**src/rtl/fft_bitrev_reorder_pkg.sv**
```systemverilog
// ---------------------------------------------------------------------------
// fft_bitrev_reorder_pkg
// Shared types and helpers for the FFT output reorder stage.
//   rd_state_e : read-side FSM states (RD_IDLE, RD_BUSY)
//   bitrev()   : reverse the low nbits of an index (nbits <= MAX_LOG2N)
// ---------------------------------------------------------------------------
package fft_bitrev_reorder_pkg;

  // Largest supported frame is 1024 points.
  localparam int unsigned MAX_LOG2N = 10;

  typedef enum logic {
    RD_IDLE = 1'b0,
    RD_BUSY = 1'b1
  } rd_state_e;

  // Bits are shifted out of idx LSB-first and into r from the right, so after
  // nbits steps idx[0] sits at r[nbits-1]; bits above nbits stay zero.
  function automatic logic [MAX_LOG2N-1:0] bitrev(input logic [MAX_LOG2N-1:0] idx,
                                                  input int unsigned nbits);
    logic [MAX_LOG2N-1:0] r;
    logic [MAX_LOG2N-1:0] src;
    r   = '0;
    src = idx;
    for (int unsigned i = 0; i < MAX_LOG2N; i++) begin
      if (i < nbits) begin
        r   = (r << 1) | {{(MAX_LOG2N-1){1'b0}}, src[0]};
        src = src >> 1;
      end
    end
    return r;
  endfunction

endpackage

```
**src/rtl/fft_bitrev_reorder_ram.sv**
```systemverilog
// ---------------------------------------------------------------------------
// fft_bitrev_reorder_ram
// Simple dual-port RAM, one write port and one read port, both synchronous.
// The read data register is cleared by reset so that the block's data outputs
// read 0 in reset; the array itself is never reset.
//   clk, rst        : clock, async active-low reset (read register only)
//   i_en            : clock enable for both ports
//   i_we/i_waddr/i_wdata : write port
//   i_re/i_raddr    : read port, data appears on o_rdata the next cycle
//   o_rdata         : registered read data
// ---------------------------------------------------------------------------
module fft_bitrev_reorder_ram #(
  parameter int unsigned DATA_W = 32,
  parameter int unsigned ADDR_W = 5
) (
  input  logic              clk,
  input  logic              rst,
  input  logic              i_en,
  input  logic              i_we,
  input  logic [ADDR_W-1:0] i_waddr,
  input  logic [DATA_W-1:0] i_wdata,
  input  logic              i_re,
  input  logic [ADDR_W-1:0] i_raddr,
  output logic [DATA_W-1:0] o_rdata
);

  logic [DATA_W-1:0] r_mem [2**ADDR_W];
  logic [DATA_W-1:0] r_rdata;

  always_ff @(posedge clk) begin
    if (i_en && i_we) begin
      r_mem[i_waddr] <= i_wdata;
    end
  end

  always_ff @(posedge clk or negedge rst) begin
    if (!rst) begin
      r_rdata <= '0;
    end else if (i_en && i_re) begin
      r_rdata <= r_mem[i_raddr];
    end
  end

  assign o_rdata = r_rdata;

endmodule

```
**src/rtl/fft_bitrev_reorder.sv**
```systemverilog
// ---------------------------------------------------------------------------
// fft_bitrev_reorder
// Buffers frames arriving in bit-reversed order from the SDF FFT core and
// re-emits them in natural order X[0]..X[N-1] through a ping-pong pair of
// banks, so one-sample-per-cycle streaming needs no backpressure.
//
// Handshake: there is no ready. An input sample is taken when in_val && en;
// an output sample is delivered when out_val && en. en=0 freezes everything.
//
// Ports:
//   clk, rst (async, active-low), en (global clock enable)
//   in_val, in_sop, in_re, in_im    : input stream, bit-reversed index order
//   out_val, out_sop, out_eop, out_idx, out_re, out_im : natural-order stream
//   frame_drop      : one-cycle pulse when in_sop abandons a partial frame
//   o_dbg_rd_state  : current read FSM state
// ---------------------------------------------------------------------------
module fft_bitrev_reorder
  import fft_bitrev_reorder_pkg::*;
#(
  parameter  int unsigned DATA_WIDTH = 16,
  parameter  int unsigned N_POINTS   = 16,
  localparam int unsigned LOG2N      = $clog2(N_POINTS)
) (
  input  logic                  clk,
  input  logic                  rst,
  input  logic                  en,
  input  logic                  in_val,
  input  logic                  in_sop,
  input  logic [DATA_WIDTH-1:0] in_re,
  input  logic [DATA_WIDTH-1:0] in_im,
  output logic                  out_val,
  output logic                  out_sop,
  output logic                  out_eop,
  output logic [LOG2N-1:0]      out_idx,
  output logic [DATA_WIDTH-1:0] out_re,
  output logic [DATA_WIDTH-1:0] out_im,
  output logic                  frame_drop,
  output rd_state_e             o_dbg_rd_state
);

  typedef struct packed {
    logic [DATA_WIDTH-1:0] re;
    logic [DATA_WIDTH-1:0] im;
  } cplx_t;

  localparam logic [LOG2N-1:0] LAST_IDX = LOG2N'(N_POINTS - 1);

  logic [LOG2N-1:0] r_wr_cnt;
  logic             r_wr_bank;
  logic [1:0]       r_full;
  logic             r_frame_drop;
  rd_state_e        r_rd_state;
  logic [LOG2N-1:0] r_rd_cnt;
  logic             r_rd_bank;
  logic             r_out_val;
  logic             r_out_sop;
  logic             r_out_eop;
  logic [LOG2N-1:0] r_out_idx;

  logic             w_accept;
  logic             w_wr_last;
  logic             w_drop;
  logic             w_rd_issue;
  logic             w_rd_last;
  logic [LOG2N-1:0] w_wr_idx;
  logic [LOG2N-1:0] w_wr_addr;
  logic [LOG2N-1:0] w_rd_addr;
  logic [1:0]       w_full_set;
  logic [1:0]       w_full_clr;
  cplx_t            w_wdata;
  cplx_t            w_rdata;

  // ---------------- write side ----------------
  // in_sop forces the arrival index back to 0, so a resync writes address 0
  // and continues counting from 1 in the same bank.
  assign w_accept  = in_val && en;
  assign w_wr_idx  = in_sop ? '0 : r_wr_cnt;
  assign w_wr_addr = LOG2N'(bitrev(MAX_LOG2N'(w_wr_idx), LOG2N));
  assign w_wr_last = (w_wr_idx == LAST_IDX);
  assign w_drop    = w_accept && in_sop && (r_wr_cnt != '0);
  assign w_wdata   = cplx_t'{re: in_re, im: in_im};

  always_ff @(posedge clk or negedge rst) begin
    if (!rst) begin
      r_wr_cnt     <= '0;
      r_wr_bank    <= 1'b0;
      r_frame_drop <= 1'b0;
    end else if (en) begin
      r_frame_drop <= w_drop;
      if (in_val) begin
        r_wr_cnt <= w_wr_last ? '0 : w_wr_idx + 1'b1;
        if (w_wr_last) begin
          r_wr_bank <= ~r_wr_bank;
        end
      end
    end
  end

  // ---------------- bank status ----------------
  // The writer only completes a bank whose full bit is clear and the reader
  // only clears a bank it is draining, so set and clear never hit one bank.
  assign w_full_set = (w_accept && w_wr_last) ? (r_wr_bank ? 2'b10 : 2'b01) : 2'b00;
  assign w_full_clr = w_rd_last ? (r_rd_bank ? 2'b10 : 2'b01) : 2'b00;

  always_ff @(posedge clk or negedge rst) begin
    if (!rst) begin
      r_full <= 2'b00;
    end else if (en) begin
      r_full <= (r_full & ~w_full_clr) | w_full_set;
    end
  end

  // ---------------- read side ----------------
  always_comb begin
    w_rd_issue = 1'b0;
    w_rd_addr  = r_rd_cnt;
    case (r_rd_state)
      RD_IDLE: begin
        w_rd_issue = r_full[r_rd_bank];
        w_rd_addr  = '0;
      end
      RD_BUSY: w_rd_issue = 1'b1;
      default: w_rd_issue = 1'b0;
    endcase
  end

  assign w_rd_last = w_rd_issue && (w_rd_addr == LAST_IDX);

  // Reader FSM plus the output flags, which are registered alongside the RAM
  // read so they line up with the read data one cycle after the issue.
  always_ff @(posedge clk or negedge rst) begin
    if (!rst) begin
      r_rd_state <= RD_IDLE;
      r_rd_cnt   <= '0;
      r_rd_bank  <= 1'b0;
      r_out_val  <= 1'b0;
      r_out_sop  <= 1'b0;
      r_out_eop  <= 1'b0;
      r_out_idx  <= '0;
    end else if (en) begin
      r_out_val <= w_rd_issue;
      r_out_sop <= w_rd_issue && (w_rd_addr == '0);
      r_out_eop <= w_rd_last;
      r_out_idx <= w_rd_addr;
      case (r_rd_state)
        RD_IDLE: begin
          if (r_full[r_rd_bank]) begin
            r_rd_cnt   <= LOG2N'(1);
            r_rd_state <= RD_BUSY;
          end
        end
        RD_BUSY: begin
          if (r_rd_cnt == LAST_IDX) begin
            r_rd_cnt   <= '0;
            r_rd_bank  <= ~r_rd_bank;
            // Chain straight into the other bank when it is already waiting.
            r_rd_state <= r_full[~r_rd_bank] ? RD_BUSY : RD_IDLE;
          end else begin
            r_rd_cnt <= r_rd_cnt + 1'b1;
          end
        end
        default: r_rd_state <= RD_IDLE;
      endcase
    end
  end

  fft_bitrev_reorder_ram #(
    .DATA_W(2 * DATA_WIDTH),
    .ADDR_W(LOG2N + 1)
  ) u_ram (
    .clk    (clk),
    .rst    (rst),
    .i_en   (en),
    .i_we   (w_accept),
    .i_waddr({r_wr_bank, w_wr_addr}),
    .i_wdata(w_wdata),
    .i_re   (w_rd_issue),
    .i_raddr({r_rd_bank, w_rd_addr}),
    .o_rdata(w_rdata)
  );

  assign out_val        = r_out_val;
  assign out_sop        = r_out_sop;
  assign out_eop        = r_out_eop;
  assign out_idx        = r_out_idx;
  assign out_re         = w_rdata.re;
  assign out_im         = w_rdata.im;
  assign frame_drop     = r_frame_drop;
  assign o_dbg_rd_state = r_rd_state;

endmodule

```
**config.mk**
```make
export PLATFORM = sky130hd
export DESIGN_NAME = fft_bitrev_reorder
export DESIGN_NICKNAME = d
export VERILOG_FILES = /design/src/rtl/fft_bitrev_reorder_pkg.sv /design/src/rtl/fft_bitrev_reorder_ram.sv /design/src/rtl/fft_bitrev_reorder.sv
export SDC_FILE = /design/constraint.sdc
export NUM_CORES = 1
export LEC_CHECK = 0
export CAP_MARGIN = 0
export CORE_MARGIN = 1
export CORE_UTILIZATION = 47
export CTS_BUF_LIST = sky130_fd_sc_hd__clkbuf_8
export DETAILED_ROUTE_END_ITERATION = 8
export GPL_TIMING_DRIVEN = 0
export PLACE_DENSITY = 0.64
export SKIP_CTS_REPAIR_TIMING = 1
export SKIP_LAST_GASP = 1
export SYNTH_ARGS = -nofsm -noshare
export SYNTH_HDL_FRONTEND = slang
export SYNTH_HIERARCHICAL = 1
export SYNTH_SLANG_ARGS = --single-unit
export TNS_END_PERCENT = 5
```
**constraint.sdc**
```tcl
create_clock -name clk -period 4.3 [get_ports clk]
set_clock_uncertainty 0.1 [all_clocks]
set_input_delay 0.645 -clock clk [delete_from_list [all_inputs] [get_ports clk]]
set_output_delay 0.645 -clock clk [all_outputs]
set_load 0.02 [all_outputs]
```
==> results of run 1 <==
==> critical path, cell delays in order, from the launching register on <==
cell      delay, ps
dfrtp_1         400
buf_6           150
and2_1          260
nor2_1          180
clkbuf_1        550
clkbuf_1        820
clkbuf_1        610
a22oi_1         190
a21oi_1         430
o41ai_2         100
==> worst min-delay path by stage <==
stage                     startpoint                to  slack, ps  cells past startpoint
floorplan                        rst        frame_drop        250                      0
global placement    u_ram/o_rdata[3]  u_ram/o_rdata[3]        380                      2
detailed placement  u_ram/o_rdata[7]  u_ram/o_rdata[7]        370                      2
CTS                              rst       r_wr_cnt[3]       -370                      1
global route                     rst         r_full[1]        250                      2
finish                           rst         r_full[1]        230                      2
==> sequential cells by signal, indices dropped and copies added, names as in the netlist <==
register	cells
out_val	1
frame_drop	1
out_idx	4
u_ram/r_mem	1024
r_wr_cnt	4
r_full	2
out_eop	1
r_wr_bank	1
r_rd_bank	1
o_dbg_rd_state	1
r_rd_cnt	4
u_ram/o_rdata	32
out_sop	1
==> kinds of logic after synthesis <==
group                    Yosys count
AO/OA/AOI/OAI                    411
XOR/XNOR                           2
adder cells (fa/ha/maj)            2
buffers and inverters            145
flip-flops                      1077
multiplexers                     516
AND/OR/NAND/NOR                  119
==> placed cells by master, fill, tap and decap left out, types with 38 or more instances in the layout <==
| cell | count |
|---|---|
| dfrtp_1 | 53 |
| nand2_1 | 45 |
| edfxtp_1 | 1024 |
| clkbuf_8 | 193 |
| a22o_1 | 65 |
| inv_1 | 92 |
| clkdlybuf4s50_1 | 76 |
| a221oi_1 | 38 |
| mux2i_1 | 512 |
| clkbuf_1 | 54 |
| a22oi_1 | 128 |
| a21oi_1 | 67 |
==> routing by layer <==
| metal | global-route usage, % | vias to the layer above | part of all wire (%) | wire (um) |
|---|---|---|---|---|
| met5 | 0 | - | 0 | 0 |
| li1 | - | 9869 | - | - |
| met2 | 43.69 | 1263 | 49 | 58660 |
| met1 | 35.54 | 12460 | 39 | 47330 |
| met4 | 9.633 | 0 | 3.1 | 3742 |
| met3 | 5.014 | 238 | 8.8 | 10620 |
==> where the power goes <==
part / switching, mW / internal, mW / total (mW)
Combinational: 1.05 / 0.774 / 1.82
Sequential: 0.181 / 11.7 / 11.9
Clock: 4.03 / 4.21 / 8.23
==> final cells by class <==
type	count	area, um2
antenna	1	2.502
buffer	136	793.3
clock buffer	193	2656
clock inverter	124	626.9
fill	6842	40040
inverter	9	33.78
multi-input combinational	1050	9474
sequential	1077	32080
tap	1165	1458
timing repair buffer	112	1489
==> impl_metrics.toml, run 1 <==
[cts]
numCtsBuffers = 170
root_buffer = "clkbuf_8"
clk-insertion-delay-late_ps = 840
clock-sinks = 1077
cts_tree = "built"
clk_path_buf_depth = 3
ctsHtreeMaxLevel = 4
cts.clk_slew.worst_paths_ps = 60

[floorplan]
start_util_pct = 47.53
io_pins = 78
die_w_um = 301.4
num_rows = 109
die_h_um = 301.4
dieArea_mm2 = 0.09085
core_area_mm2 = 0.08865

[synth]
synth.cell_area_mm2 = 0.04214
synth-simple-area-share_pct = 1.324
synth_xor_area_share_pct = 0.04157
synth_common_cells = "edfxtp_1 (1024), mux2i_1 (512), a22oi_1 (128), a21oi_1 (67), a22o_1 (65)"
ys.flop_type = "edfxtp_1"
synth.area.mux_share_pct = 12.27
yosys.area.top_type = "edfxtp_1"
syn-num-nets = 2311
ys_ff_latch = 1077
synth_compound_area_share_pct = 8.219
avgSynthCellArea_um2 = 18.55
synth-edff-count = 1024
ys_seq_area_share_pct = 76.12
synthAdderAreaFrac_pct = 0.05939
ys_types = 49
yosysWarnings = 6
async_reset_ff_share_pct = 4.921
synth_top_family_by_area = "multiplexers"
yosys.area.top_type_share_pct = 72.98
syn_inst = 2272
synthTopCellsByArea = "edfxtp_1 (73%), mux2i_1 (12%), dfrtp_1 (3.1%), a22oi_1 (2.3%), a22o_1 (1.4%)"
synth.most_common_cell = "edfxtp_1"

[critical_path]
crit_start = "o_dbg_rd_state"
regToRegEndpoint = "u_ram/o_rdata[18]"
rr_worst_depth = 9
worstPathMaxFanout = 10
crit_type = "flip-flop to flip-flop"
r2r_setup_slack_ps = 350
critPathArrivalTime_ps = 4530
cp-start-kind = "flip-flop"
crit_required_ps = 4870
worstSetupEndpointType = "flip-flop"
timing.rr.start = "o_dbg_rd_state"
critPathCapture = "u_ram/o_rdata[18]"

[drt]
ant_nets = 0
drt_iter0_drc = 2988
wl_per_cell_um = 31.12
vias_per_cell = 6.162
vias = 23830
drc_errors = 8
first_pass_iters = 8
drt-total-wl_mm = 120.4

[timing]
hold_viol = 0
max_slew.worst_pin.slew_ps = 1442
rsz0062_at_grt = "no"
slew_viol_final = 0
period_share_pct = 91.90
fin_ws_ps = 348.4
slew-limit-headroom_pct = 3.841
whs_ps = 234.5
setup_tns_ps = 0
fmax_mhz = 253.1
finalCriticalPeriod_ps = 3952
setup_viol = 0

[global_route]
antenna_found_initial = 2
grt_util_all_layers_pct = 26.65
grt_pass1_vias = 23920
grt_max_degree = 33
grt_pass1_wl_mm = 169.4
grt.overflow.total = 0

[power]
ir_drop_mv = 0.3178
finalPower_mw = 21.94
p_leak_nw = 15.13
p_per_area_mw_per_mm2 = 451.4

[place]
placement.io_buffers = 77
place_area_mm2 = 0.04531
dp.cells = 3548
post-place-ws_ps = -79.62
dp_hpwl_mm = 76.78
gp_congestion = 0.8246

[worst_hold_path]
hold_path_class = "input port to async pin"

[finish]
layout.nets = 2595
stdcell_area_mm2 = 0.04861
final_core_util_pct = 54.83
drive_gt1_share_pct = 16.07
area_growth_pct = 15.36
final_cells = 3867

[run_status]
violations = "design-rule violations"
status = "finished, violations left"

[run]
cap_violations = 0
No activity file was read; power rests on OpenSTA's default activity.
==> run 2, diff against run 1 <==
--- a/config.mk
+++ b/config.mk
@@ -5,13 +5,12 @@
 export SDC_FILE = /design/constraint.sdc
 export NUM_CORES = 1
 export LEC_CHECK = 0
-export CAP_MARGIN = 0
 export CORE_MARGIN = 1
 export CORE_UTILIZATION = 47
 export CTS_BUF_LIST = sky130_fd_sc_hd__clkbuf_8
 export DETAILED_ROUTE_END_ITERATION = 8
 export GPL_TIMING_DRIVEN = 0
-export PLACE_DENSITY = 0.64
+export PLACE_DENSITY = 0.62
 export SKIP_CTS_REPAIR_TIMING = 1
 export SKIP_LAST_GASP = 1
 export SYNTH_ARGS = -nofsm -noshare
==> impl_metrics.toml, run 2 (synthesis results as in run 1) <==
[global_route]
grt_pass1_vias = 23620
antenna_found_initial = 4
grt_max_degree = 33
grt_util_all_layers_pct = 26.50
grt.overflow.total = 0
grt_pass1_wl_mm = 167.6

[finish]
final_core_util_pct = 54.84
top_register = "u_ram/r_mem"
layout_common_cells = "edfxtp_1 (1024), mux2i_1 (512), clkbuf_8 (177)"
drive_gt1_share_pct = 15.54
final_cells = 3863
largest_reg_flops = 1024
stdcell_area_mm2 = 0.04862
layout.nets = 2597
mostFrequentLayoutCell = "edfxtp_1"
area_growth_pct = 15.38

[cts]
numCtsBuffers = 169
cts.clk_slew.worst_paths_ps = 60
clock-sinks = 1077
ctsHtreeMaxLevel = 4
clk-insertion-delay-late_ps = 860
cts_tree = "built"
root_buffer = "clkbuf_8"
clk_path_buf_depth = 3

[power]
internal_power_mw = 16.57
p_comb_share_pct = 8.3
switching_share_pct = 23.88
p_leak_nw = 15.07
power.switching_mw = 5.199
power_frac_clock_pct = 37.1
p_per_area_mw_per_mm2 = 447.8
power.share.sequential_pct = 54.6
ir_drop_mv = 0.2979

[critical_path]
cp-start-kind = "flip-flop"
crit_required_ps = 4870
worstPathMaxFanout = 10
critPathArrivalTime_ps = 4550
worstSetupEndpointType = "flip-flop"
crit_type = "flip-flop to flip-flop"

[floorplan]
die_h_um = 301.4
io_pins = 78
die_w_um = 301.4
dieArea_mm2 = 0.09085
start_util_pct = 47.53
core_area_mm2 = 0.08865
num_rows = 109

[place]
place_area_mm2 = 0.04543
placement.io_buffers = 77
dp.cells = 3551
gp_congestion = 0.8063
dp_hpwl_mm = 77.48
post-place-ws_ps = -89.01

[run_status]
violations = "design-rule violations, max-capacitance violations"
status = "finished, violations left"

[drt]
wl_per_cell_um = 30.99
ant_nets = 0
drt-total-wl_mm = 119.7
drt_iter0_drc = 2518
vias_per_cell = 6.071
vias = 23450
drc_errors = 6
first_pass_iters = 9

[timing]
fmax_mhz = 251.0
period_share_pct = 92.66
slew_viol_final = 0
fin_ws_ps = 315.8
finalCriticalPeriod_ps = 3984
max_slew.worst_pin.slew_ps = 1493
slew-limit-headroom_pct = 0.4512
rsz0062_at_grt = "no"
hold_viol = 0
setup_viol = 0

[run]
cap_violations = 1

[worst_hold_path]
hold_path_class = "input port to async pin"
## run 2: changes by cell type in the layout (fill, tap and decap cells not counted), moves of 4 or more
cell,delta
buf_12,-4
buf_16,+7
clkbuf_8,-16
clkinv_1,+20
clkinv_2,-5
inv_1,-9
## run 2: critical path, stage by stage (launching register included)
cell and delay, ps:
dfrtp_1 400, buf_6 150, and2_1 270, nor2_1 170, clkbuf_1 570, clkbuf_1 760
clkbuf_1 650, a22oi_1 200, a21oi_1 470, o41ai_2 100
## run 2: final cells by class
cell class,instances,area (um2)
Clock inverter,133,740.7
Sequential cell,1077,32080
Buffer,136,793.3
Fill cell,6864,40030
Clock buffer,177,2436
Tap cell,1165,1458
Multi-Input combinational cell,1050,9474
Timing Repair Buffer,115,1602
Antenna cell,1,2.502
Inverter,9,33.78
## run 2: final timing paths
path	from	slack (ps)	cells after the start	to
max	o_dbg_rd_state	320	9	u_ram/o_rdata[18]
min	rst	240	2	u_ram/o_rdata[21]
max reg2reg	o_dbg_rd_state	320	9	u_ram/o_rdata[18]
min reg2reg	u_ram/o_rdata[7]	400	2	u_ram/o_rdata[7]
max in group asynchronous	rst	3250	3	u_ram/o_rdata[13]
min in group clk	in_val	380	3	frame_drop
## run 2: routing by layer
layer	track usage [%]	wire length, um	part of all wire (%)	vias to the layer above
met3	4.690	9401	7.9	212
met5	0	0	0	-
met1	35.77	48570	41	12260
met2	43.29	58240	49	1115
li1	-	-	-	9869
met4	9.330	3481	2.9	0
## run 2: through the flow
step	hold WS, ps	TNS (ps)	power, mW
2_1_floorplan	249.4	0	13.01
3_3_place_gp	383.7	-1935620	13.85
3_5_place_dp	380.7	-1756	13.92
4_1_cts	-379.1	0	21.92
5_1_grt	226.0	0	22.48
6_report	243.4	0	21.77
## run 2: power by group through the flow
| stage | combinational, mW | clock (mW) | sequential [mW] |
|---|---|---|---|
| floorplan | 0.799 | 0 | 12.2 |
| global placement | 1.75 | 0 | 12.1 |
| detailed placement | 1.81 | 0 | 12.1 |
| CTS | 1.82 | 8.21 | 11.9 |
| global route | 1.91 | 8.67 | 11.9 |
| finish | 1.81 | 8.07 | 11.9 |
